[config.mk]
export PLATFORM = sky130hd
export DESIGN_NAME = inst_fetch
export DESIGN_NICKNAME = d
export VERILOG_FILES = /design/src/rtl/inst_fetch_pkg.sv /design/src/rtl/inst_fetch_icache.sv /design/src/rtl/inst_fetch.sv
export SDC_FILE = /design/constraint.sdc
export NUM_CORES = 2
export LEC_CHECK = 0
export ABC_AREA = 1
export BUFFER_PORTS_ARGS = -buffer_cell sky130_fd_sc_hd__buf_2
export CAP_MARGIN = 40
export CORE_MARGIN = 2
export CORE_UTILIZATION = 40
export DETAILED_ROUTE_END_ITERATION = 12
export REMOVE_ABC_BUFFERS = 1
export SETUP_SLACK_MARGIN = 0.02
export SYNTH_ARGS = -nofsm -noshare
export SYNTH_HDL_FRONTEND = slang
export SYNTH_SLANG_ARGS = --single-unit
[constraint.sdc]
create_clock -name clk -period 30.2 [get_ports clk]
set_input_delay 6.04 -clock clk [delete_from_list [all_inputs] [get_ports clk]]
set_output_delay 6.04 -clock clk [all_outputs]
set_load 0.05 [all_outputs]
[src/rtl/inst_fetch_pkg.sv]
// Shared fetch definitions (riscv_defs): opcodes, line geometry, immediate decoders and FSM encodings.
package inst_fetch_pkg;

  localparam logic [6:0]  OPC_JAL    = 7'b1101111;
  localparam logic [6:0]  OPC_BRANCH = 7'b1100011;
  localparam int unsigned LINE_BYTES = 64;
  localparam int unsigned ROW_W      = 512;

  localparam logic [0:0] ST_FETCH    = 1'b0;
  localparam logic [0:0] ST_WAIT_MEM = 1'b1;

  typedef struct packed {
    logic        valid;
    logic [31:0] inst;
    logic [31:0] pc;
    logic        pred;
  } dec_out_t;

  function automatic logic [31:0] j_imm(input logic [31:0] inst);
    return {{12{inst[31]}}, inst[19:12], inst[20], inst[30:21], 1'b0};
  endfunction

  function automatic logic [31:0] b_imm(input logic [31:0] inst);
    return {{20{inst[31]}}, inst[7], inst[30:25], inst[11:8], 1'b0};
  endfunction

endpackage

[src/rtl/inst_fetch_icache.sv]
// Direct-mapped instruction cache: tag/valid/data arrays, combinational hit and word read,
// one full-line fill port. Valid bits clear on rst.
module inst_fetch_icache import inst_fetch_pkg::*; #(
  parameter int unsigned LINE_IDX_W = 2
) (
  input  logic             clk,
  input  logic             rst,
  input  logic [31:0]      rd_pc,
  output logic             rd_hit,
  output logic [31:0]      rd_word,
  input  logic             wr_en,
  input  logic [31:0]      wr_pc,
  input  logic [ROW_W-1:0] wr_row
);

  localparam int unsigned OFF_W = $clog2(LINE_BYTES);
  localparam int unsigned TAG_W = 32 - OFF_W - LINE_IDX_W;
  localparam int unsigned LINES = 1 << LINE_IDX_W;

  logic [LINES-1:0] valid_q;
  logic [TAG_W-1:0] tag_q  [LINES];
  logic [ROW_W-1:0] data_q [LINES];

  logic [LINE_IDX_W-1:0] rd_idx_s;
  logic [LINE_IDX_W-1:0] wr_idx_s;
  logic [TAG_W-1:0]      rd_tag_s;
  logic [TAG_W-1:0]      wr_tag_s;
  logic [OFF_W-3:0]      rd_off_s;
  logic                  unused_s;

  assign rd_idx_s = rd_pc[OFF_W +: LINE_IDX_W];
  assign rd_tag_s = rd_pc[31 -: TAG_W];
  assign rd_off_s = rd_pc[OFF_W-1:2];
  assign wr_idx_s = wr_pc[OFF_W +: LINE_IDX_W];
  assign wr_tag_s = wr_pc[31 -: TAG_W];
  assign unused_s = ^{rd_pc[1:0], wr_pc[OFF_W-1:0]};

  assign rd_hit  = valid_q[rd_idx_s] && (tag_q[rd_idx_s] == rd_tag_s);
  assign rd_word = data_q[rd_idx_s][{rd_off_s, 5'b00000} +: 32];

  always_ff @(posedge clk or posedge rst) begin
    if (rst) begin
      valid_q <= '0;
    end else if (wr_en) begin
      valid_q[wr_idx_s] <= 1'b1;
    end
  end

  // Tag and data carry no reset; the valid bit alone qualifies them.
  always_ff @(posedge clk) begin
    if (wr_en) begin
      tag_q[wr_idx_s]  <= wr_tag_s;
      data_q[wr_idx_s] <= wr_row;
    end
  end

endmodule

[src/rtl/inst_fetch.sv]
// Instruction fetch stage: I-cache lookup, line refill FSM, decoder output registers.
// Optional branch prediction is enabled by defining IFETCH_BHT_EN.
module inst_fetch import inst_fetch_pkg::*; #(
  parameter int unsigned LINE_IDX_W = 2,
  parameter int unsigned BHT_IDX_W  = 6,
  parameter logic [31:0] RESET_PC   = 32'h0000_0000
) (
  input  logic             clk,
  input  logic             rst,
  input  logic             rdy,
  input  logic             rollback,
  input  logic [31:0]      rollback_pc,
  output logic             inst_config,
  output logic [31:0]      inst_PC,
  input  logic [ROW_W-1:0] inst_row,
  input  logic             inst_out_config,
  input  logic             dec_stall,
  output logic             dec_valid,
  output logic [31:0]      dec_inst,
  output logic [31:0]      dec_pc,
  output logic             dec_pred_jump,
  input  logic             bht_upd_valid,
  input  logic [31:0]      bht_upd_pc,
  input  logic             bht_upd_taken
);

  logic [0:0]  state_q, state_d;
  logic [31:0] pc_q, pc_d;
  logic [31:0] miss_pc_q, miss_pc_d;
  logic        req_q, req_d;
  logic [31:0] req_pc_q, req_pc_d;
  dec_out_t    dec_q, dec_d;

  logic        hit_s;
  logic [31:0] word_s;
  logic        fill_we_s;
  logic        pred_s;
  logic [31:0] next_pc_s;

  inst_fetch_icache #(.LINE_IDX_W(LINE_IDX_W)) u_icache (
    .clk     (clk),
    .rst     (rst),
    .rd_pc   (pc_q),
    .rd_hit  (hit_s),
    .rd_word (word_s),
    .wr_en   (fill_we_s),
    .wr_pc   (miss_pc_q),
    .wr_row  (inst_row)
  );

`ifdef IFETCH_BHT_EN
  localparam int unsigned BHT_ENTRIES = 1 << BHT_IDX_W;

  logic [1:0]           bht_q [BHT_ENTRIES];
  logic [BHT_IDX_W-1:0] bht_rd_idx_s;
  logic [BHT_IDX_W-1:0] bht_wr_idx_s;
  logic                 unused_bht_s;

  assign bht_rd_idx_s = pc_q[BHT_IDX_W+1:2];
  assign bht_wr_idx_s = bht_upd_pc[BHT_IDX_W+1:2];
  assign unused_bht_s = ^{bht_upd_pc[31:BHT_IDX_W+2], bht_upd_pc[1:0]};

  // A lookup in the same cycle as an update of the same entry sees the old counter.
  always_ff @(posedge clk or posedge rst) begin
    if (rst) begin
      for (int i = 0; i < BHT_ENTRIES; i++) bht_q[i] <= 2'b01;
    end else if (rdy && bht_upd_valid) begin
      if (bht_upd_taken) begin
        if (bht_q[bht_wr_idx_s] != 2'b11) bht_q[bht_wr_idx_s] <= bht_q[bht_wr_idx_s] + 2'd1;
      end else begin
        if (bht_q[bht_wr_idx_s] != 2'b00) bht_q[bht_wr_idx_s] <= bht_q[bht_wr_idx_s] - 2'd1;
      end
    end
  end

  always_comb begin
    pred_s    = 1'b0;
    next_pc_s = pc_q + 32'd4;
    if (word_s[6:0] == OPC_JAL) begin
      pred_s    = 1'b1;
      next_pc_s = pc_q + j_imm(word_s);
    end else if ((word_s[6:0] == OPC_BRANCH) && bht_q[bht_rd_idx_s][1]) begin
      pred_s    = 1'b1;
      next_pc_s = pc_q + b_imm(word_s);
    end else begin
      pred_s    = 1'b0;
      next_pc_s = pc_q + 32'd4;
    end
  end
`else
  logic                 unused_upd_s;
  logic [BHT_IDX_W-1:0] unused_bht_idx_s;

  assign unused_upd_s     = ^{bht_upd_valid, bht_upd_pc, bht_upd_taken};
  assign unused_bht_idx_s = bht_upd_pc[BHT_IDX_W+1:2];
  assign pred_s           = 1'b0;
  assign next_pc_s        = pc_q + 32'd4;
`endif

  // Rollback outranks everything but still lets a coinciding refill land under miss_pc.
  always_comb begin
    state_d   = state_q;
    pc_d      = pc_q;
    miss_pc_d = miss_pc_q;
    req_d     = req_q;
    req_pc_d  = req_pc_q;
    dec_d     = dec_q;
    dec_d.valid = 1'b0;
    fill_we_s = 1'b0;
    if (!rdy) begin
      fill_we_s = 1'b0;
    end else if (rollback) begin
      pc_d      = rollback_pc;
      req_d     = 1'b0;
      state_d   = ST_FETCH;
      fill_we_s = (state_q == ST_WAIT_MEM) && inst_out_config;
    end else begin
      case (state_q)
        ST_FETCH: begin
          if (hit_s) begin
            if (!dec_stall) begin
              dec_d.valid = 1'b1;
              dec_d.inst  = word_s;
              dec_d.pc    = pc_q;
              dec_d.pred  = pred_s;
              pc_d        = next_pc_s;
            end else begin
              pc_d = pc_q;
            end
          end else begin
            miss_pc_d = pc_q;
            req_d     = 1'b1;
            req_pc_d  = pc_q;
            state_d   = ST_WAIT_MEM;
          end
        end
        ST_WAIT_MEM: begin
          if (inst_out_config) begin
            fill_we_s = 1'b1;
            req_d     = 1'b0;
            state_d   = ST_FETCH;
          end else begin
            req_d = 1'b1;
          end
        end
        default: begin
          req_d   = 1'b0;
          state_d = ST_FETCH;
        end
      endcase
    end
  end

  always_ff @(posedge clk or posedge rst) begin
    if (rst) begin
      state_q   <= ST_FETCH;
      pc_q      <= RESET_PC;
      miss_pc_q <= 32'h0000_0000;
      req_q     <= 1'b0;
      req_pc_q  <= 32'h0000_0000;
      dec_q     <= '0;
    end else begin
      state_q   <= state_d;
      pc_q      <= pc_d;
      miss_pc_q <= miss_pc_d;
      req_q     <= req_d;
      req_pc_q  <= req_pc_d;
      dec_q     <= dec_d;
    end
  end

  assign inst_config   = req_q;
  assign inst_PC       = req_pc_q;
  assign dec_valid     = dec_q.valid;
  assign dec_inst      = dec_q.inst;
  assign dec_pc        = dec_q.pc;
  assign dec_pred_jump = dec_q.pred;

endmodule

==> results.py <==
metrics = {
    "yosys": {
        "syn-cell-area_sq_mm": 0.09260,
        "synthDistinctLibCells": 38,
        "ys_ff_latch": 2279,
        "synth.avg_cell_area_sq_um": 11.67,
        "yosysWarningCount": 0,
        "synth.yosys.seq_area_share_pct": 73.17,
        "postSynthCellCount": 7933,
    },
    "die": {
        "row_count": 176,
        "dieHeight_microns": 485.1,
        "die_x_microns": 485.1,
        "dieArea_sq_mm": 0.2354,
        "start_util_pct": 40.24,
        "core_sq_mm": 0.2301,
        "pin_count": 683,
    },
    "power": {
        "seq_power_share_pct": 47.8,
        "leakage_nw": 39.82,
        "switching_share_pct": 27.90,
        "p_per_area_mw_per_mm2": 71.08,
        "clkPwrFrac_pct": 37.2,
        "peakVddDrop_v": 0.00004841,
        "switching_power_w": 0.002112,
        "p_int_w": 0.005457,
        "comb_power_share_pct": 15.0,
    },
    "worst_hold_path": {
        "min_path_type": "flip-flop to flip-flop",
        "hold_depth": 2,
    },
    "final_layout": {
        "area_growth_pct": 14.99,
        "fin_nets": 9007,
        "seq_area_sq_mm": 0.06778,
        "layout.cells.non_filler": 11730,
        "drive_gt1_share_pct": 13.25,
        "final_util_pct": 46.27,
        "multi_input_area_sq_mm": 0.02210,
        "fillCellCount": 20550,
    },
    "placement": {
        "dp_cells": 11210,
        "post-place-ws_ns": 19.33,
        "place.detailed.hpwl_microns": 155700,
        "io_buffers": 647,
        "routabilityCongestion": 0.8534,
    },
    "worst_setup_path": {
        "worst_path_max_delay_cell": "buf_4",
        "cp_top_family": "buffers and inverters",
        "cp.buffers_inverters": 6,
        "r2r_cells": 14,
        "cp.required_ns": 30.74,
        "path_depth": 8,
        "path_class": "primary input to flip-flop",
        "cp-end-kind": "flip-flop",
        "cp-start-kind": "primary input",
        "cp_common_cell": "buf_4",
        "cp_cell_sequence": "buf_2 -> nand3_1 -> nor2_4 -> buf_4 -> buf_4 -> buf_4 -> buf_4 -> buf_16",
        "critPathMaxFanout": 50,
        "worstPathArrival_ns": 10.50,
        "cpPeakStageDelay_ns": 0.77,
    },
    "grt": {
        "grt_antenna_before_repair": 179,
        "grt_max_degree": 304,
        "grt_util_all_layers_pct": 22.37,
        "grt_pass1_vias": 60130,
        "grt_overflow_total": 0,
        "grt_first_pass_wirelength_microns": 395500,
    },
    "route": {
        "num_vias": 63110,
        "via_per_inst": 5.382,
        "avgRoutedWirePerCell_microns": 22.99,
        "drt_wl_total_microns": 269600,
        "drt_iter0_markers": 5702,
        "dr.pass1.iters": 6,
        "antenna_left": 0,
        "drc": 0,
    },
    "timing": {
        "fin_ws_ns": 20.24,
        "rsz0062_at_grt": "no",
        "fmax_ghz": 0.1004,
        "setup_viol": 0,
        "tightest_slew_ns": 1.453,
        "slew_violations": 0,
        "finalCritPeriodShare_pct": 32.97,
        "hold_viol_final": 0,
        "max-slew-margin-rel_pct": 3.155,
        "clock_skew_ns": 0.04095,
        "min_period_ns": 9.958,
    },
    "job": {
        "drv_cap": 0,
    },
    "outcome": {
        "status": "complete, no violations",
    },
    "clock_tree": {
        "cts.repair.resized": 0,
        "clkTransAtPathRegs_ns": 0.06,
        "root_buffer": "clkbuf_16",
        "cts_hold_buf": 0,
        "insertion_delay_ns": 0.89,
        "cts_setup_buffers": 0,
        "clockBufferDepth": 3,
        "numCtsBuffers": 231,
        "cts.htree.levels": 4,
        "cts_tree": "done",
        "clkSinkCount": 2279,
    },
}
[cell usage after synthesis]
library cell,number,area share (%)
buf_4,16,0.13
nor2_1,79,0.32
nor2_2,2,0.014
nor3b_2,1,0.014
buf_8,5,0.081
nand3_2,1,0.011
nand3_4,1,0.019
o211ai_1,1,0.0081
nand2_2,2,0.014
nor4_2,1,0.014
clkbuf_1,125,0.51
a21oi_1,27,0.15
inv_2,2,0.0081
inv_6,1,0.0095
nor4_1,2,0.014
clkinv_1,2,0.0081
nor3_1,18,0.097
edfxtp_1,2144,70
ha_1,1,0.014
o22ai_1,6,0.041
nand3b_1,29,0.24
xor2_1,14,0.13
dfrtp_1,135,3.6
o21ai_0,50,0.27
nand3_1,1822,9.8
buf_1,66,0.27
conb_1,1,0.0040
o21ai_1,2,0.011
nand4_1,108,0.73
xnor2_1,4,0.038
buf_2,295,1.6
a31oi_1,12,0.081
inv_1,49,0.20
nor3b_1,2,0.016
buf_6,17,0.21
o31ai_1,1,0.0081
nor2_4,1,0.012
nand2_1,2888,12
[tightest hold or removal path, cell delays in order (launching register included)]
cell     delay [ns]
dfrtp_1        0.32
inv_1          0.05
o21ai_0        0.06
[sequential cells by signal, indices dropped and copies added (netlist names)]
name              count
dec_pc               32
inst_PC              32
dec_valid             1
inst_config           1
dec_inst             32
u_icache.tag_q       96
state_q               1
u_icache.valid_q      4
u_icache.data_q    2048
pc_q                 32
[power by group through the flow]
stage	clock [W]	sequential (W)	combinational, W
floorplan	0	0.00382	0.000838
global placement	0	0.00368	0.00110
detailed placement	0	0.00368	0.00114
CTS	0.00286	0.00362	0.00115
global route	0.00299	0.00362	0.00126
finish	0.00281	0.00362	0.00114
[per-layer routing]
metal,part of all wire (%),GRT usage [%]
met1,41,29.64
met2,47,35.70
met3,9.0,6.307
met4,2.8,6.866
met5,0.36,0
[kinds of logic after synthesis]
family | count (synthesis) | synth area share [%]
and+or+nand+nor | 4957 | 23.06
DFF | 2279 | 73.17
buffers and inverters | 578 | 3.010
AOI/OAI and AO/OA | 99 | 0.5648
xor gates and xnor gates | 18 | 0.1702
adders and majority gates | 1 | 0.01351
other | 1 | 0.004050
[layout by cell type, fill, tap and decap left out, types with 27 or more instances in the layout]
cell type,instances
a21oi_1,27
buf_2,647
buf_4,93
clkbuf_1,68
clkbuf_16,233
clkinv_1,38
clkinv_2,49
dfrtp_1,129
diode_2,73
edfxtp_1,2144
inv_1,45
nand2_1,2887
nand3_1,1822
nand3b_1,29
nand4_1,108
nor2_1,74
o21ai_0,50
[final timing paths]
path / start / slack (ns) / endpoint
min in group asynchronous: rst / 5.30 / dec_inst[25]$_DFFE_PP0P_
setup / recovery: rdy / 20.24 / u_icache.data_q[3][140]$_DFFE_PP_
max in group asynchronous: rst / 22.95 / pc_q[7]$_DFFE_PP0P_
hold reg to reg: u_icache.valid_q[3]$_DFFE_PP0P_ / 0.46 / u_icache.valid_q[3]$_DFFE_PP0P_
hold / removal: u_icache.valid_q[3]$_DFFE_PP0P_ / 0.46 / u_icache.valid_q[3]$_DFFE_PP0P_
setup reg to reg: pc_q[6]$_DFFE_PP0P_ / 24.67 / dec_inst[4]$_DFFE_PP0P_
[area by class of cell]
cell class / count / area share, %
Sequential cell: 2279 / 63.66
Multi-Input combinational cell: 5076 / 20.76
Clock buffer: 316 / 5.909
Timing Repair Buffer: 780 / 4.620
Tap cell: 3026 / 3.556
Clock inverter: 122 / 1.083
Inverter: 54 / 0.2456
Antenna cell: 73 / 0.1716
[through the flow]
stage	instance area [sq um]	total power (W)	setup TNS (ns)	hold slack [ns]
2_1_floorplan	90020	0.004660	-1360.93	0.4276
3_3_place_gp	98060	0.004783	0	0.4398
3_5_place_dp	98820	0.004826	0	0.4488
4_1_cts	106300	0.007628	0	0.4632
5_1_grt	106400	0.007869	0	0.4825
6_report	106500	0.007569	0	0.4612
Power figures use the tool's default switching activity.
